## src/rtl/life_gen_scheduler.sv

```systemverilog
// Owns the single port of the board RAM. It time-shares that port between draw-engine row reads and an in-place Conway step.
// Build option: define LIFE_WRAP_EN for a toroidal board; when it is undefined, cells beyond the edges are treated as dead.
module life_gen_scheduler #(
    parameter int COLS = 40,
    parameter int ROWS = 31,
    parameter int AW   = 5,
    parameter int CW   = 16
) (
    input  logic            clk,
    input  logic            reset_n,
    input  logic            step,
    input  logic            run,
    input  logic            draw_req,
    input  logic [AW-1:0]   draw_row,
    output logic            draw_gnt,
    output logic            draw_valid,
    output logic [COLS-1:0] draw_data,
    output logic [AW-1:0]   ram_addr,
    output logic [COLS-1:0] ram_wdata,
    output logic            ram_wren,
    input  logic [COLS-1:0] ram_q,
    output logic            busy,
    output logic            done,
    output logic [CW-1:0]   gen_count
);

`ifdef LIFE_WRAP_EN
    localparam logic WRAP = 1'b1;
`else
    localparam logic WRAP = 1'b0;
`endif

    typedef enum logic [3:0] {
        IDLE, D_RD, D_DAT, G_RDL, G_RD0, G_RD1, G_WR, G_RDN, G_DONE
    } state_t;

    state_t          r_state, w_next;
    logic            r_pending, r_last_gen;
    logic [COLS-1:0] r_prev, r_cur, r_row0;
    logic [AW-1:0]   r_r;
    logic [CW-1:0]   r_gen_count;

    logic            w_gen_req, w_start;
    logic [COLS-1:0] w_nxt, w_life;
    logic [COLS-1:0] w_pl, w_pr, w_cl, w_cr, w_nl, w_nr;

    // Bit COLS-1 is column 0, so a right shift brings the left neighbour into place.
    function automatic logic [COLS-1:0] sh_r(input logic [COLS-1:0] w);
        return {WRAP & w[0], w[COLS-1:1]};
    endfunction

    function automatic logic [COLS-1:0] sh_l(input logic [COLS-1:0] w);
        return {w[COLS-2:0], WRAP & w[COLS-1]};
    endfunction

    assign w_gen_req = r_pending | step | run;
    assign w_start   = (r_state == IDLE) && (w_next == G_RDL);
    assign w_nxt     = (r_r < AW'(ROWS-1)) ? ram_q : (WRAP ? r_row0 : '0);
    assign gen_count = r_gen_count;

    assign w_pl = sh_r(r_prev);
    assign w_pr = sh_l(r_prev);
    assign w_cl = sh_r(r_cur);
    assign w_cr = sh_l(r_cur);
    assign w_nl = sh_r(w_nxt);
    assign w_nr = sh_l(w_nxt);

    for (genvar i = 0; i < COLS; i++) begin : g_cell
        logic [3:0] w_n;
        assign w_n = {3'b0, w_pl[i]} + {3'b0, r_prev[i]} + {3'b0, w_pr[i]}
                   + {3'b0, w_cl[i]} + {3'b0, w_cr[i]}
                   + {3'b0, w_nl[i]} + {3'b0, w_nxt[i]} + {3'b0, w_nr[i]};
        assign w_life[i] = (w_n == 4'd3) | (r_cur[i] & (w_n == 4'd2));
    end

    always_comb begin
        w_next     = r_state;
        draw_gnt   = 1'b0;
        draw_valid = 1'b0;
        draw_data  = '0;
        ram_addr   = '0;
        ram_wdata  = '0;
        ram_wren   = 1'b0;
        busy       = 1'b0;
        done       = 1'b0;
        case (r_state)
            IDLE: begin
                // When both sides are requesting, last_gen alternates service between them.
                if (w_gen_req && !(draw_req && r_last_gen)) w_next = G_RDL;
                else if (draw_req)                          w_next = D_RD;
            end
            D_RD: begin
                ram_addr = draw_row;
                draw_gnt = 1'b1;
                w_next   = D_DAT;
            end
            D_DAT: begin
                draw_valid = 1'b1;
                draw_data  = ram_q;
                w_next     = IDLE;
            end
            G_RDL: begin
                busy     = 1'b1;
                ram_addr = AW'(ROWS-1);
                w_next   = G_RD0;
            end
            G_RD0: begin
                busy   = 1'b1;
                w_next = G_RD1;
            end
            G_RD1: begin
                busy     = 1'b1;
                ram_addr = AW'(1);
                w_next   = G_WR;
            end
            G_WR: begin
                busy      = 1'b1;
                ram_wren  = 1'b1;
                ram_addr  = r_r;
                ram_wdata = w_life;
                if (r_r < AW'(ROWS-2))       w_next = G_RDN;
                else if (r_r == AW'(ROWS-2)) w_next = G_WR;
                else                         w_next = G_DONE;
            end
            G_RDN: begin
                busy     = 1'b1;
                ram_addr = r_r + AW'(1);
                w_next   = G_WR;
            end
            G_DONE: begin
                busy   = 1'b1;
                done   = 1'b1;
                w_next = IDLE;
            end
            default: w_next = IDLE;
        endcase
    end

    always_ff @(posedge clk or negedge reset_n) begin
        if (!reset_n) begin
            r_state     <= IDLE;
            r_pending   <= 1'b0;
            r_last_gen  <= 1'b0;
            r_prev      <= '0;
            r_cur       <= '0;
            r_row0      <= '0;
            r_r         <= '0;
            r_gen_count <= '0;
        end else begin
            r_state <= w_next;
            if (w_start)   r_pending <= 1'b0;
            else if (step) r_pending <= 1'b1;
            case (r_state)
                D_DAT: r_last_gen <= 1'b0;
                G_RD0: r_prev <= WRAP ? ram_q : '0;
                G_RD1: begin
                    r_cur  <= ram_q;
                    r_row0 <= ram_q;
                    r_r    <= '0;
                end
                // The window slides down one row; row r has already been written back.
                G_WR: begin
                    r_prev <= r_cur;
                    r_cur  <= w_nxt;
                    r_r    <= r_r + AW'(1);
                end
                G_DONE: begin
                    r_gen_count <= r_gen_count + CW'(1);
                    r_last_gen  <= 1'b1;
                end
                default: ;
            endcase
        end
    end

endmodule

```

## config.mk

```make
export PLATFORM = sky130hd
export DESIGN_NAME = life_gen_scheduler
export DESIGN_NICKNAME = d
export VERILOG_FILES = /design/src/rtl/life_gen_scheduler.sv
export SDC_FILE = /design/constraint.sdc
export NUM_CORES = 1
export LEC_CHECK = 0
export ABC_AREA = 1
export CAP_MARGIN = 20
export CORE_MARGIN = 3
export CORE_UTILIZATION = 52
export DETAILED_ROUTE_END_ITERATION = 10
export PLACE_DENSITY = 0.76
export SKIP_CTS_REPAIR_TIMING = 1
export SYNTH_ARGS = -nofsm -noshare
export SYNTH_HDL_FRONTEND = slang
export SYNTH_SLANG_ARGS = --single-unit
```

## constraint.sdc

```tcl
create_clock -name clk -period 6.1 [get_ports clk]
set_input_delay 0.61 -clock clk [delete_from_list [all_inputs] [get_ports clk]]
set_output_delay 0.61 -clock clk [all_outputs]
set_load 0.02 [all_outputs]
```

[Word level (Yosys, flattened, before mapping)]
Cells that the tools add are included.
Cells by class
  $lt $le $gt $ge: 2
  mux-type cells: 20
  reductions and logical operators: 11
  $add $sub $neg: 275
  bitwise gates (word level): 82
  eq/ne operators: 90
Operators by type and width (number)
  adder 4 x 1 -> 4 bit: 156
  equality test 4 x 2 -> 1 bit (second input constant): 83
  case mux 40 bit (2 select lines): 2
  adder 3 x 1 -> 4 bit: 39
  two-way mux 40 bit: 3
  adder 2 x 1 -> 3 bit: 39
  adder 1 x 1 -> 2 bit: 39
  OR 1 bit: 42
  AND 1 bit: 40
  case mux 5 bit (5 select lines): 1
  case mux 4 bit (6 select lines): 1
  adder 16 x 1 -> 16 bit (second input constant): 1
  equality test 4 x 3 -> 1 bit (second input constant): 4
  two-way mux 4 bit: 4
  < comparator 5 bit (second input constant): 2
  case mux 5 bit (2 select lines): 1
  nonzero test 2 bit: 4
  two-way mux 1 bit: 7
  OR reduction 6 bit: 1
  adder 5 x 1 -> 5 bit (second input constant): 1
  equality test 5 bit (second input constant): 1
  equality test 4 x 1 -> 1 bit (second input constant): 1
  equality test 4 bit (second input constant): 1
  logical NOT 4 bit: 1
  4 further kinds: 6
Word-level totals
  logic and storage cells: 487
  register bits after elaboration: 107

[Logic depth before layout (Yosys ltp)]
Gate-level depths: netlist of the first run.
  depth after elaboration: 11
  gate-level depth with buffers: 15

[Least setup slack after synthesis of the first run]
Ideal clock, no wire load.
  kind: reg2out
  start point: reg r_r[2]
  end point: out ram_wdata[38]
  slack: 1.802 ns
  data arrival time: 3.688 ns
  stages on the path, launching flop included: 15
  path buffers: 1
  path through: dfrtp_1 > nand3_1 > nor2_1 > inv_2 > buf_2 > nand2_1 > fa_1 > inv_1 > fa_1 > fa_1 > inv_1 > fa_1 > nor2_1 > o21ai_0 > a211oi_1
On the way
  longest elaborated chain between the ends: 9
  elaborated cells on any way between the ends: 10
  those cells by class: 3 x add/sub; 1 x order compare; 2 x eq/ne; 2 x mux; 2 x bitwise
RTL lines
  start: declaration: line 40  | logic [AW-1:0] r_r;
  start signal: assignment: line 165  | r_r <= r_r + AW'(1);
  < comparator 5 bit (*): line 58  | assign w_nxt = (r_r < AW'(ROWS-1)) ? ram_q : (WRAP ? r_row0 : '0);
  two-way mux 40 bit (*): line 58
  adder 4 x 1 -> 4 bit (2 in series): line 72  | + {3'b0, w_nl[i]} + {3'b0, w_nxt[i]} + {3'b0, w_nr[i]};
  adder 4 x 1 -> 4 bit (*): line 72
  equality test 4 x 2 -> 1 bit: line 73  | assign w_life[i] = (w_n == 4'd3) | (r_cur[i] & (w_n == 4'd2));
  AND 1 bit: line 73
  OR 1 bit (*): line 73
  two-way mux 40 bit (*): line 86  | case (r_state)
  end: declaration: line 19  | output logic [COLS-1:0] ram_wdata,
Every way passes the cells marked *; elsewhere a longest branch is shown, timed or not.

[Final worst setup path of the first run]
  start point: reg r_r[2]
  end point: out ram_wdata[17]
The elaborated chain is that of the path after synthesis.

==> results of run 1 <==
==> path summary, 6_finish.rpt <==
kind,start,cells past startpoint,slack [ns],end
max,r_r[2]$_DFFE_PN0P_,13,0.39,ram_wdata[17]
min,reset_n,1,0.23,r_prev[24]$_DFFE_PN0P_
max reg2reg,r_state[0]$_DFF_PN0_,6,3.02,r_cur[38]$_DFFE_PN0P_
min reg2reg,r_last_gen$_DFFE_PN0P_,2,0.49,r_last_gen$_DFFE_PN0P_
max in group asynchronous,reset_n,2,4.57,r_cur[14]$_DFFE_PN0P_
min in group clk,r_last_gen$_DFFE_PN0P_,2,0.49,r_last_gen$_DFFE_PN0P_
==> flip-flops by register name (all words and copies together) (netlist names) <==
name and flops:
r_prev 40, r_last_gen 1, r_cur 40, r_state 4, r_pending 1, r_r 5
gen_count 16
==> metal layers <==
layer | part of all wire [%] | up-vias | wire, µm | track usage, %
li1 | - | 4444 | - | -
met4 | 0.92 | 0 | 247 | 4.21
met2 | 50 | 228 | 13400 | 41.3
met5 | 0 | - | 0 | 0
met3 | 5.7 | 14 | 1530 | 4.20
met1 | 43 | 4419 | 11600 | 31.2
==> worst max-delay path: cells and delay by family, from the launching register on <==
family          cells  cell delay [ns]
flops               1             0.44
buf+inv             4             1.39
fa+ha+maj           4             1.65
simple gates        4             1.18
compound gates      1             0.08
==> cells by family after synthesis <==
| kind of cell | Yosys count | synth area share [%] |
|---|---|---|
| compound gates | 184 | 9.40 |
| xor+xnor | 11 | 0.837 |
| fa+ha+maj | 275 | 40.1 |
| buf+inv | 349 | 11.8 |
| flops | 107 | 23.3 |
| simple gates | 398 | 14.6 |
==> stage by stage <==
step           cells  utilization (%)  power [mW]  cell area, µm²  hold slack [ns]
2_1_floorplan   1324                -        1.79           11500            0.314
4_1_cts         1740             63.5        2.92           13600            0.244
6_report        1741             63.6        2.88           13600            0.230
3_5_place_dp    1724             62.2        2.32           13300            0.472
3_3_place_gp    1724             62.2        2.24           13300            0.462
5_1_grt         1741             63.6        3.18           13600            0.265
==> cell usage in the layout, fill, tap and decap left out, drive strengths merged <==
master / count
o21ai: 91
nor4b: 2
nor4: 9
nor2: 150
a21boi: 9
fa: 156
o22ai: 39
o2111ai: 4
a211oi: 26
clkinvlp: 1
nand3: 53
xnor2: 5
nand3b: 2
clkdlybuf4s50: 154
a21oi: 11
and3: 1
o211ai: 3
nand4: 4
clkinv: 4
dfrtp: 107
nor3: 29
inv: 315
nand2: 148
clkbuf: 10
buf: 7
ha: 119
o21bai: 1
xor2: 6
==> layout make-up <==
cell class	instances	area (µm²)	share of cell area [%]
Multi-Input combinational cell	868	7480	55.1
Sequential cell	107	2680	19.7
Timing Repair Buffer	161	1610	11.8
Inverter	314	1180	8.70
Tap cell	275	344	2.53
Clock buffer	10	229	1.69
Clock inverter	6	58.8	0.433
==> power by group <==
group / switching [mW] / internal [mW]
registers: 0.0168 / 0.736
logic: 0.847 / 0.689
clock network: 0.305 / 0.286
total: 1.17 / 1.71
==> impl_metrics.env, run 1 <==
export IMPL_rows=53
export IMPL_fmaxAchievable_mhz=175
export IMPL_grt_max_degree=68
export IMPL_synth_warnings=0
export IMPL_yosysSeqAreaShare_pct=23.3
export IMPL_critical_path_slowest_cell="sky130_fd_sc_hd__clkdlybuf4s50_1"
export IMPL_detailed_route_vias_per_instance=5.23
export IMPL_timing_final_max_slew_violations=0
export IMPL_cpMostUsedCell="sky130_fd_sc_hd__fa_1"
export IMPL_clk_pin_slew_ns=0.08
export IMPL_worst_skew_pair_late_latency_ns=0.37
export IMPL_first_global_vias=9600
export IMPL_synth_net_count=1649
export IMPL_numPortBuffers=155
export IMPL_grt_setup_unrepaired="no"
export IMPL_drt_total_wl_um=26800
export IMPL_timing_final_ws_setup_ns=0.388
export IMPL_postSynthCellCount=1324
export IMPL_fraction_of_final_layout_cells_sized_beyond_drive_strength_1_pct=2.39
export IMPL_grt_pass1_wl_um=46000
export IMPL_initial_detailed_routing_violation_count=429
export IMPL_final_hold_viol_count=0
export IMPL_status="complete, no violations"
export IMPL_path_class="reg2out"
export IMPL_power_density_nw_per_um2=212
export IMPL_area_growth_synth_to_final_pct=18.0
export IMPL_io_pins=156
export IMPL_synthArstFlopShare_pct=100
export IMPL_cts_sinks=107
export IMPL_antenna_found_initial=0
export IMPL_core_region_um2=21400
export IMPL_ys_flop_type="sky130_fd_sc_hd__dfrtp_1"
export IMPL_post_drt_wl_per_cell_um=15.4
export IMPL_drv_cap=0
export IMPL_start_util_pct=53.9
export IMPL_synth_seq_cells=107
export IMPL_vdd_ir_drop_worst_mv=0.148
export IMPL_timing_slew_headroom_pct=31.4
export IMPL_power_leakage_nw=6.91
export IMPL_synth_cells_most_frequent="309 x sky130_fd_sc_hd__inv_1, 156 x sky130_fd_sc_hd__fa_1, 148 x sky130_fd_sc_hd__nor2_1"
export IMPL_grt_util_all_layers_pct=23.6
export IMPL_worst_setup_path_end_kind="output port"
export IMPL_fillCellCount=1776
export IMPL_mappedNetlistArea_um2=11500
export IMPL_die_h_um=155
export IMPL_ctsHtreeMaxLevel=3
export IMPL_cts_inserted_buffers=9
export IMPL_yosys_area_top_type_share_pct=27.1
export IMPL_dp_worst_setup_slack_ns=0.754
export IMPL_cp_required_ns=5.49
export IMPL_crit_path_max_incr_delay_ns=0.68
export IMPL_final_period_minus_worst_setup_slack_ns=5.71
export IMPL_remaining_drcs=0
export IMPL_diodes=0
export IMPL_fin_worst_skew_ns=0.0118
export IMPL_detailed_place_hpwl_um=20800
export IMPL_syn_area_per_cell_um2=8.70
export IMPL_critical_path_peak_fanout=19
export IMPL_worstMarginPinSlew_ns=1.03
export IMPL_clock_root_buffer="sky130_fd_sc_hd__clkbuf_16"
export IMPL_fp_dieW_um=155
export IMPL_maximum_number_of_buffers_from_clock_root_to_sink=2
export IMPL_finalCritPeriodShare_pct=93.6
export IMPL_netlist_cell_type_count=38
export IMPL_yosys_cell_count_top_type="sky130_fd_sc_hd__inv_1"
export IMPL_timing_hold_worst_class="in2async"
export IMPL_cp_start_kind="flip-flop"
export IMPL_grt_overflow_total=0
export IMPL_via_count=9105
export IMPL_totalNegativeSetupSlack_ns=0
export IMPL_cells_taking_the_most_area_after_synthesis="sky130_fd_sc_hd__fa_1 27%, sky130_fd_sc_hd__dfrtp_1 23%, sky130_fd_sc_hd__ha_1 13%"
export IMPL_die_area_um2=24000
export IMPL_final_antenna_net_count=0
export IMPL_tritoncts="built"
export IMPL_finalWeightedCongestion=0.854
export IMPL_crit_arrival_ns=5.10
export IMPL_setup_viol_count_final=0
export IMPL_num_nets_final=1786
export IMPL_synth_top_area_cell="sky130_fd_sc_hd__fa_1"
export IMPL_critical_path_cell_chain="nand3_1 > nor2_1 > inv_2 > buf_4 > nand2_1 > fa_1 > fa_1 > inv_1 > ha_1 > fa_1 > o21ai_0 > nor3_1 > clkdlybuf4s50_1"
export IMPL_first_pass_iters=4
export IMPL_synth_edff_count=0
(Power assumes the default switching activity.)
==> run 2: changes to the inputs <==
--- a/config.mk
+++ b/config.mk
@@ -11,6 +11,7 @@
 export CORE_UTILIZATION = 52
 export DETAILED_ROUTE_END_ITERATION = 10
 export PLACE_DENSITY = 0.76
+export REMOVE_ABC_BUFFERS = 1
 export SKIP_CTS_REPAIR_TIMING = 1
 export SYNTH_ARGS = -nofsm -noshare
 export SYNTH_HDL_FRONTEND = slang
==> constraint.sdc (replaced) <==
create_clock -name clk -period 6.1 [get_ports clk]
set_input_delay 1.525 -clock clk [delete_from_list [all_inputs] [get_ports clk]]
set_output_delay 1.525 -clock clk [all_outputs]
set_load 0.02 [all_outputs]
==> run 2 against run 1 <==
The run now ends with negative setup slack left; maximum frequency shrank 7.4%; first-iteration DRC count grew 18%; die area is the same; flip-flop and latch count is the same; critical path depth shrank 1; sequential share of layout area shrank 0.95 points; routed wire length grew 6.4%; sequential power is essentially flat; clock skew grew 0.00055 ns; register-to-register slack is essentially flat; count of clock-buffer cells in the layout shrank 1; utilization grew 3.2 points; critical path type is now in2out; largest power group unchanged.
==> impl_metrics.env, run 2 (same netlist as run 1, synthesis figures left out) <==
export IMPL_status="finished with violations"
export IMPL_failed_checks="negative setup slack"
export IMPL_tritoncts="built"
export IMPL_grt_setup_unrepaired="yes"
export IMPL_r2r_cells=7
export IMPL_remaining_drcs=0
export IMPL_timing_slew_headroom_pct=35.7
export IMPL_layout_core_utilization_pct=66.8
export IMPL_critical_path_peak_fanout=2
export IMPL_drv_cap=0
export IMPL_worst_setup_path_end_kind="output port"
export IMPL_via_count=9640
export IMPL_timing_final_max_slew_violations=0
export IMPL_worst_r2r_startpoint="r_state[0]$_DFF_PN0_"
export IMPL_crit_arrival_ns=4.64
export IMPL_clk_pin_slew_ns=0.07
export IMPL_grt_pass1_wl_um=48900
export IMPL_hold_worst_slack_ns=0.518
export IMPL_min_from="r_pending$_DFFE_PN0P_"
export IMPL_cts_inserted_buffers=9
export IMPL_finalWeightedCongestion=0.843
export IMPL_placed_cells_incl_taps=1815
export IMPL_grt_overflow_total=0
export IMPL_clock_root_buffer="sky130_fd_sc_hd__clkbuf_16"
export IMPL_detailed_place_hpwl_um=21700
export IMPL_final_period_minus_worst_setup_slack_ns=6.17
export IMPL_diodes=0
export IMPL_hold_crit_depth=2
export IMPL_first_pass_iters=5
export IMPL_grt_util_all_layers_pct=24.8
export IMPL_power_density_nw_per_um2=204
export IMPL_crit_path_max_incr_delay_ns=0.51
export IMPL_detailed_route_vias_per_instance=5.26
export IMPL_area_growth_synth_to_final_pct=23.9
export IMPL_worst_skew_pair_late_latency_ns=0.37
export IMPL_drt_total_wl_um=28500
export IMPL_die_h_um=155
export IMPL_final_cell_count_no_fill=1834
export IMPL_core_region_um2=21400
export IMPL_first_global_vias=10400
export IMPL_antenna_found_initial=0
export IMPL_fin_worst_skew_ns=0.0124
export IMPL_io_pins=156
export IMPL_cp_start_kind="input port"
export IMPL_path_class="in2out"
export IMPL_fp_dieW_um=155
export IMPL_final_hold_viol_count=0
export IMPL_worst_r2r_endpoint="r_cur[32]$_DFFE_PN0P_"
export IMPL_layout_commonest_cell="sky130_fd_sc_hd__inv_1"
export IMPL_maximum_number_of_buffers_from_clock_root_to_sink=2
export IMPL_post_drt_wl_per_cell_um=15.5
export IMPL_critical_path_slowest_cell="sky130_fd_sc_hd__fa_1"
export IMPL_dp_worst_setup_slack_ns=-0.557
export IMPL_fraction_of_final_layout_cells_sized_beyond_drive_strength_1_pct=11.4
export IMPL_critical_path_cell_chain="clkdlybuf4s50_1 > nand2_2 > fa_1 > inv_1 > fa_1 > fa_1 > inv_1 > fa_1 > nor2_1 > o21ai_0 > a211oi_2 > buf_4"
export IMPL_timing_hold_worst_class="reg2reg"
export IMPL_ff2ff_setup_slack_ns=3.02
export IMPL_cts_sinks=107
export IMPL_setup_viol_count_final=4
export IMPL_die_area_um2=24000
export IMPL_rows=53
export IMPL_ctsHtreeMaxLevel=3
export IMPL_fillCellCount=1758
export IMPL_numPortBuffers=155
export IMPL_worstMarginPinSlew_ns=0.961
export IMPL_finalCritPeriodShare_pct=101
export IMPL_cpMostUsedCell="sky130_fd_sc_hd__fa_1"
export IMPL_cp_required_ns=4.58
export IMPL_start_util_pct=53.9
export IMPL_num_nets_final=1879
export IMPL_grt_max_degree=70
export IMPL_final_antenna_net_count=0
export IMPL_vdd_ir_drop_worst_mv=0.161
export IMPL_power_leakage_nw=7.58
export IMPL_fmaxAchievable_mhz=162
export IMPL_initial_detailed_routing_violation_count=506
export IMPL_timing_final_ws_setup_ns=-0.0662
export IMPL_holdPathEnd="r_pending$_DFFE_PN0P_"
export IMPL_final_cell_mix="305 x sky130_fd_sc_hd__inv_1, 156 x sky130_fd_sc_hd__fa_1, 145 x sky130_fd_sc_hd__nor2_1"
[run 2: worst max-delay path by stage]
| stage | cells after the start | start | to |
|---|---|---|---|
| 4_1_cts | 12 | ram_q[37] | ram_wdata[38] |
| 3_5_place_dp | 12 | ram_q[37] | ram_wdata[38] |
| 2_1_floorplan | 10 | ram_q[37] | ram_wdata[38] |
| 5_1_grt | 11 | ram_q[16] | ram_wdata[16] |
| 3_3_place_gp | 12 | ram_q[37] | ram_wdata[38] |
| 6_report | 12 | ram_q[37] | ram_wdata[38] |
[run 2: area by class of cell]
cell class	count	area [µm²]	share of cell area, %
Clock inverter	7	51.3	0.360
Inverter	314	1180	8.28
Clock buffer	9	225	1.58
Sequential cell	107	2680	18.8
Tap cell	275	344	2.41
Multi-Input combinational cell	868	7550	52.9
Timing Repair Buffer	254	2230	15.7
[run 2: worst max-delay path: cells and delay by family]
kind,cells,cell delay [ns]
buffers and inverters,4,0.83
AO/OA/AOI/OAI,2,0.29
AND/OR/NAND/NOR,2,0.18
adder cells (fa/ha/maj),4,1.82
[run 2: metrics by stage]
step	TNS, ns	total power, mW	instance area [µm²]
2_1_floorplan	0	1.79	11300
3_3_place_gp	-11.54	2.31	14000
3_5_place_dp	-12.70	2.40	14000
4_1_cts	-13.27	3.01	14300
5_1_grt	-1.68	3.21	14300
6_report	-0.163	2.92	14300
[run 2: where the power goes]
| part | total (mW) | internal (mW) | switching [mW] |
|---|---|---|---|
| Sequential | 0.752 | 0.736 | 0.0166 |
| Clock | 0.589 | 0.280 | 0.309 |
| Combinational | 1.58 | 0.683 | 0.892 |
[run 2: routing by layer]
layer	global-route usage, %	vias up	share of wire (%)
met3	3.30	45	3.9
met2	44.0	221	51
met4	7.32	0	2.4
met1	31.9	4759	43
met5	0	-	0
li1	-	4615	-
==> run 3: changes to the inputs <==
--- a/config.mk
+++ b/config.mk
@@ -10,6 +10,7 @@
 export CORE_MARGIN = 3
 export CORE_UTILIZATION = 52
 export DETAILED_ROUTE_END_ITERATION = 10
+export MAX_ROUTING_LAYER = met4
 export PLACE_DENSITY = 0.76
 export REMOVE_ABC_BUFFERS = 1
 export SKIP_CTS_REPAIR_TIMING = 1
==> run 3 against run 2 <==
Highest routed layer unchanged; largest cell class unchanged; maximum frequency about the same; clock skew down 0.0016 ns; critical path depth unchanged; die area unchanged; cell count is the same; clock power is essentially flat; the flow still finishes with violations (negative setup slack); register-to-register slack is essentially flat; non-clock buffer count is the same; flip-flop and latch count unchanged; count of clock-buffer cells in the layout did not move.
==> impl_metrics.env, run 3 (same netlist as run 1, synthesis figures left out) <==
export IMPL_worst_r2r_startpoint="r_state[0]$_DFF_PN0_"
export IMPL_final_antenna_net_count=0
export IMPL_timing_hold_worst_class="reg2reg"
export IMPL_crit_path_max_incr_delay_ns=0.51
export IMPL_final_cell_mix="305 x sky130_fd_sc_hd__inv_1, 156 x sky130_fd_sc_hd__fa_1, 145 x sky130_fd_sc_hd__nor2_1"
export IMPL_power_internal_mw=1.70
export IMPL_finalCritPeriodShare_pct=101
export IMPL_grt_overflow_total=0
export IMPL_layout_core_utilization_pct=66.8
export IMPL_worst_setup_path_end_kind="output port"
export IMPL_first_global_vias=10400
export IMPL_cp_start_kind="input port"
export IMPL_power_density_nw_per_um2=205
export IMPL_timing_final_ws_setup_ns=-0.0669
export IMPL_r2r_cells=7
export IMPL_grt_util_all_layers_pct=25.6
export IMPL_vdd_ir_drop_worst_mv=0.162
export IMPL_via_count=9652
export IMPL_power_clock_fraction_pct=20.2
export IMPL_final_cell_count_no_fill=1834
export IMPL_status="finished with violations"
export IMPL_cts_sinks=107
export IMPL_critical_path_cell_chain="clkdlybuf4s50_1 > nand2_2 > fa_1 > inv_1 > fa_1 > fa_1 > inv_1 > fa_1 > nor2_1 > o21ai_0 > a211oi_2 > buf_4"
export IMPL_cp_required_ns=4.58
export IMPL_grt_setup_unrepaired="yes"
export IMPL_rows=53
export IMPL_fin_total_pwr_mw=2.92
export IMPL_fin_worst_skew_ns=0.0108
export IMPL_remaining_drcs=0
export IMPL_critical_path_peak_fanout=2
export IMPL_ff2ff_setup_slack_ns=3.01
export IMPL_fraction_of_final_layout_cells_sized_beyond_drive_strength_1_pct=11.4
export IMPL_setup_viol_count_final=4
export IMPL_failed_checks="negative setup slack"
export IMPL_maximum_number_of_buffers_from_clock_root_to_sink=2
export IMPL_grt_max_degree=70
export IMPL_final_period_minus_worst_setup_slack_ns=6.17
export IMPL_placed_cells_incl_taps=1815
export IMPL_clk_pin_slew_ns=0.08
export IMPL_cpMostUsedCell="sky130_fd_sc_hd__fa_1"
export IMPL_drt_total_wl_um=28600
export IMPL_fp_dieW_um=155
export IMPL_totalNegativeSetupSlack_ns=-0.155
export IMPL_switching_power_of_the_nets_mw=1.22
export IMPL_post_drt_wl_per_cell_um=15.6
export IMPL_drv_cap=0
export IMPL_timing_final_max_slew_violations=0
export IMPL_initial_detailed_routing_violation_count=509
export IMPL_finalWeightedCongestion=0.856
export IMPL_core_region_um2=21400
export IMPL_worst_skew_pair_late_latency_ns=0.37
export IMPL_power_share_combinational_pct=54.0
export IMPL_numPortBuffers=155
export IMPL_min_from="r_last_gen$_DFFE_PN0P_"
export IMPL_crit_arrival_ns=4.64
export IMPL_start_util_pct=53.9
export IMPL_seqPwrFrac_pct=25.8
export IMPL_holdPathEnd="r_last_gen$_DFFE_PN0P_"
export IMPL_swShare_pct=41.8
export IMPL_final_hold_viol_count=0
export IMPL_antenna_found_initial=0
export IMPL_die_area_um2=24000
export IMPL_hold_crit_depth=2
export IMPL_detailed_place_hpwl_um=21700
export IMPL_first_pass_iters=5
export IMPL_diodes=0
export IMPL_timing_slew_headroom_pct=35.9
export IMPL_die_h_um=155
export IMPL_dp_worst_setup_slack_ns=-0.557
export IMPL_detailed_route_vias_per_instance=5.26
export IMPL_area_growth_synth_to_final_pct=23.9
export IMPL_critical_path_slowest_cell="sky130_fd_sc_hd__fa_1"
export IMPL_cts_inserted_buffers=9
export IMPL_power_leakage_nw=7.58
export IMPL_path_class="in2out"
export IMPL_ctsHtreeMaxLevel=3
export IMPL_worst_r2r_endpoint="r_cur[32]$_DFFE_PN0P_"
export IMPL_fmaxAchievable_mhz=162
export IMPL_grt_pass1_wl_um=48900
export IMPL_worstMarginPinSlew_ns=0.961
export IMPL_clock_root_buffer="sky130_fd_sc_hd__clkbuf_16"
export IMPL_tritoncts="built"
export IMPL_num_nets_final=1879
export IMPL_crit_path_start="ram_q[37]"
export IMPL_layout_commonest_cell="sky130_fd_sc_hd__inv_1"
export IMPL_io_pins=156
==> run 3: power groups by stage <==
stage	logic, mW	registers (mW)	clock network (mW)
2_1_floorplan	1.03	0.761	0
3_3_place_gp	1.54	0.765	0
3_5_place_dp	1.64	0.766	0
4_1_cts	1.66	0.752	0.600
5_1_grt	1.83	0.756	0.622
6_report	1.58	0.752	0.591
==> run 3: per-layer routing <==
layer | global-route usage, % | wire [µm] | share of wire [%]
met1 | 32.0 | 12200 | 43
met2 | 44.0 | 14600 | 51
met3 | 3.13 | 1160 | 4.1
met4 | 7.32 | 628 | 2.2
met5 | - | 0 | 0
==> run 3: worst max path at each step <==
stage | end | depth (start not counted)
2_1_floorplan | ram_wdata[38] | 10
3_3_place_gp | ram_wdata[38] | 12
3_5_place_dp | ram_wdata[38] | 12
4_1_cts | ram_wdata[38] | 12
5_1_grt | ram_wdata[16] | 11
6_report | ram_wdata[38] | 12
==> run 3: stage by stage <==
step	area, µm²	hold slack [ns]
after floorplan	11300	0.442
after global placement	14000	0.491
after detailed placement	14000	0.500
after CTS	14300	0.521
after global routing	14300	0.565
final	14300	0.514
==> run 3: critical path: cells and delay by family <==
kind | cells | cell delay (ns)
AND/OR/NAND/NOR | 2 | 0.18
AO/OA/AOI/OAI | 2 | 0.29
buffers and inverters | 4 | 0.83
adder cells (fa/ha/maj) | 4 | 1.82
==> run 3: final cells by class <==
| type | instances | area, µm² |
|---|---|---|
| Tap cell | 275 | 344 |
| Inverter | 314 | 1180 |
| Sequential cell | 107 | 2680 |
| Multi-Input combinational cell | 868 | 7550 |
| Timing Repair Buffer | 254 | 2230 |
| Clock buffer | 9 | 225 |
| Clock inverter | 7 | 51.3 |
| Fill cell | 1758 | 7090 |
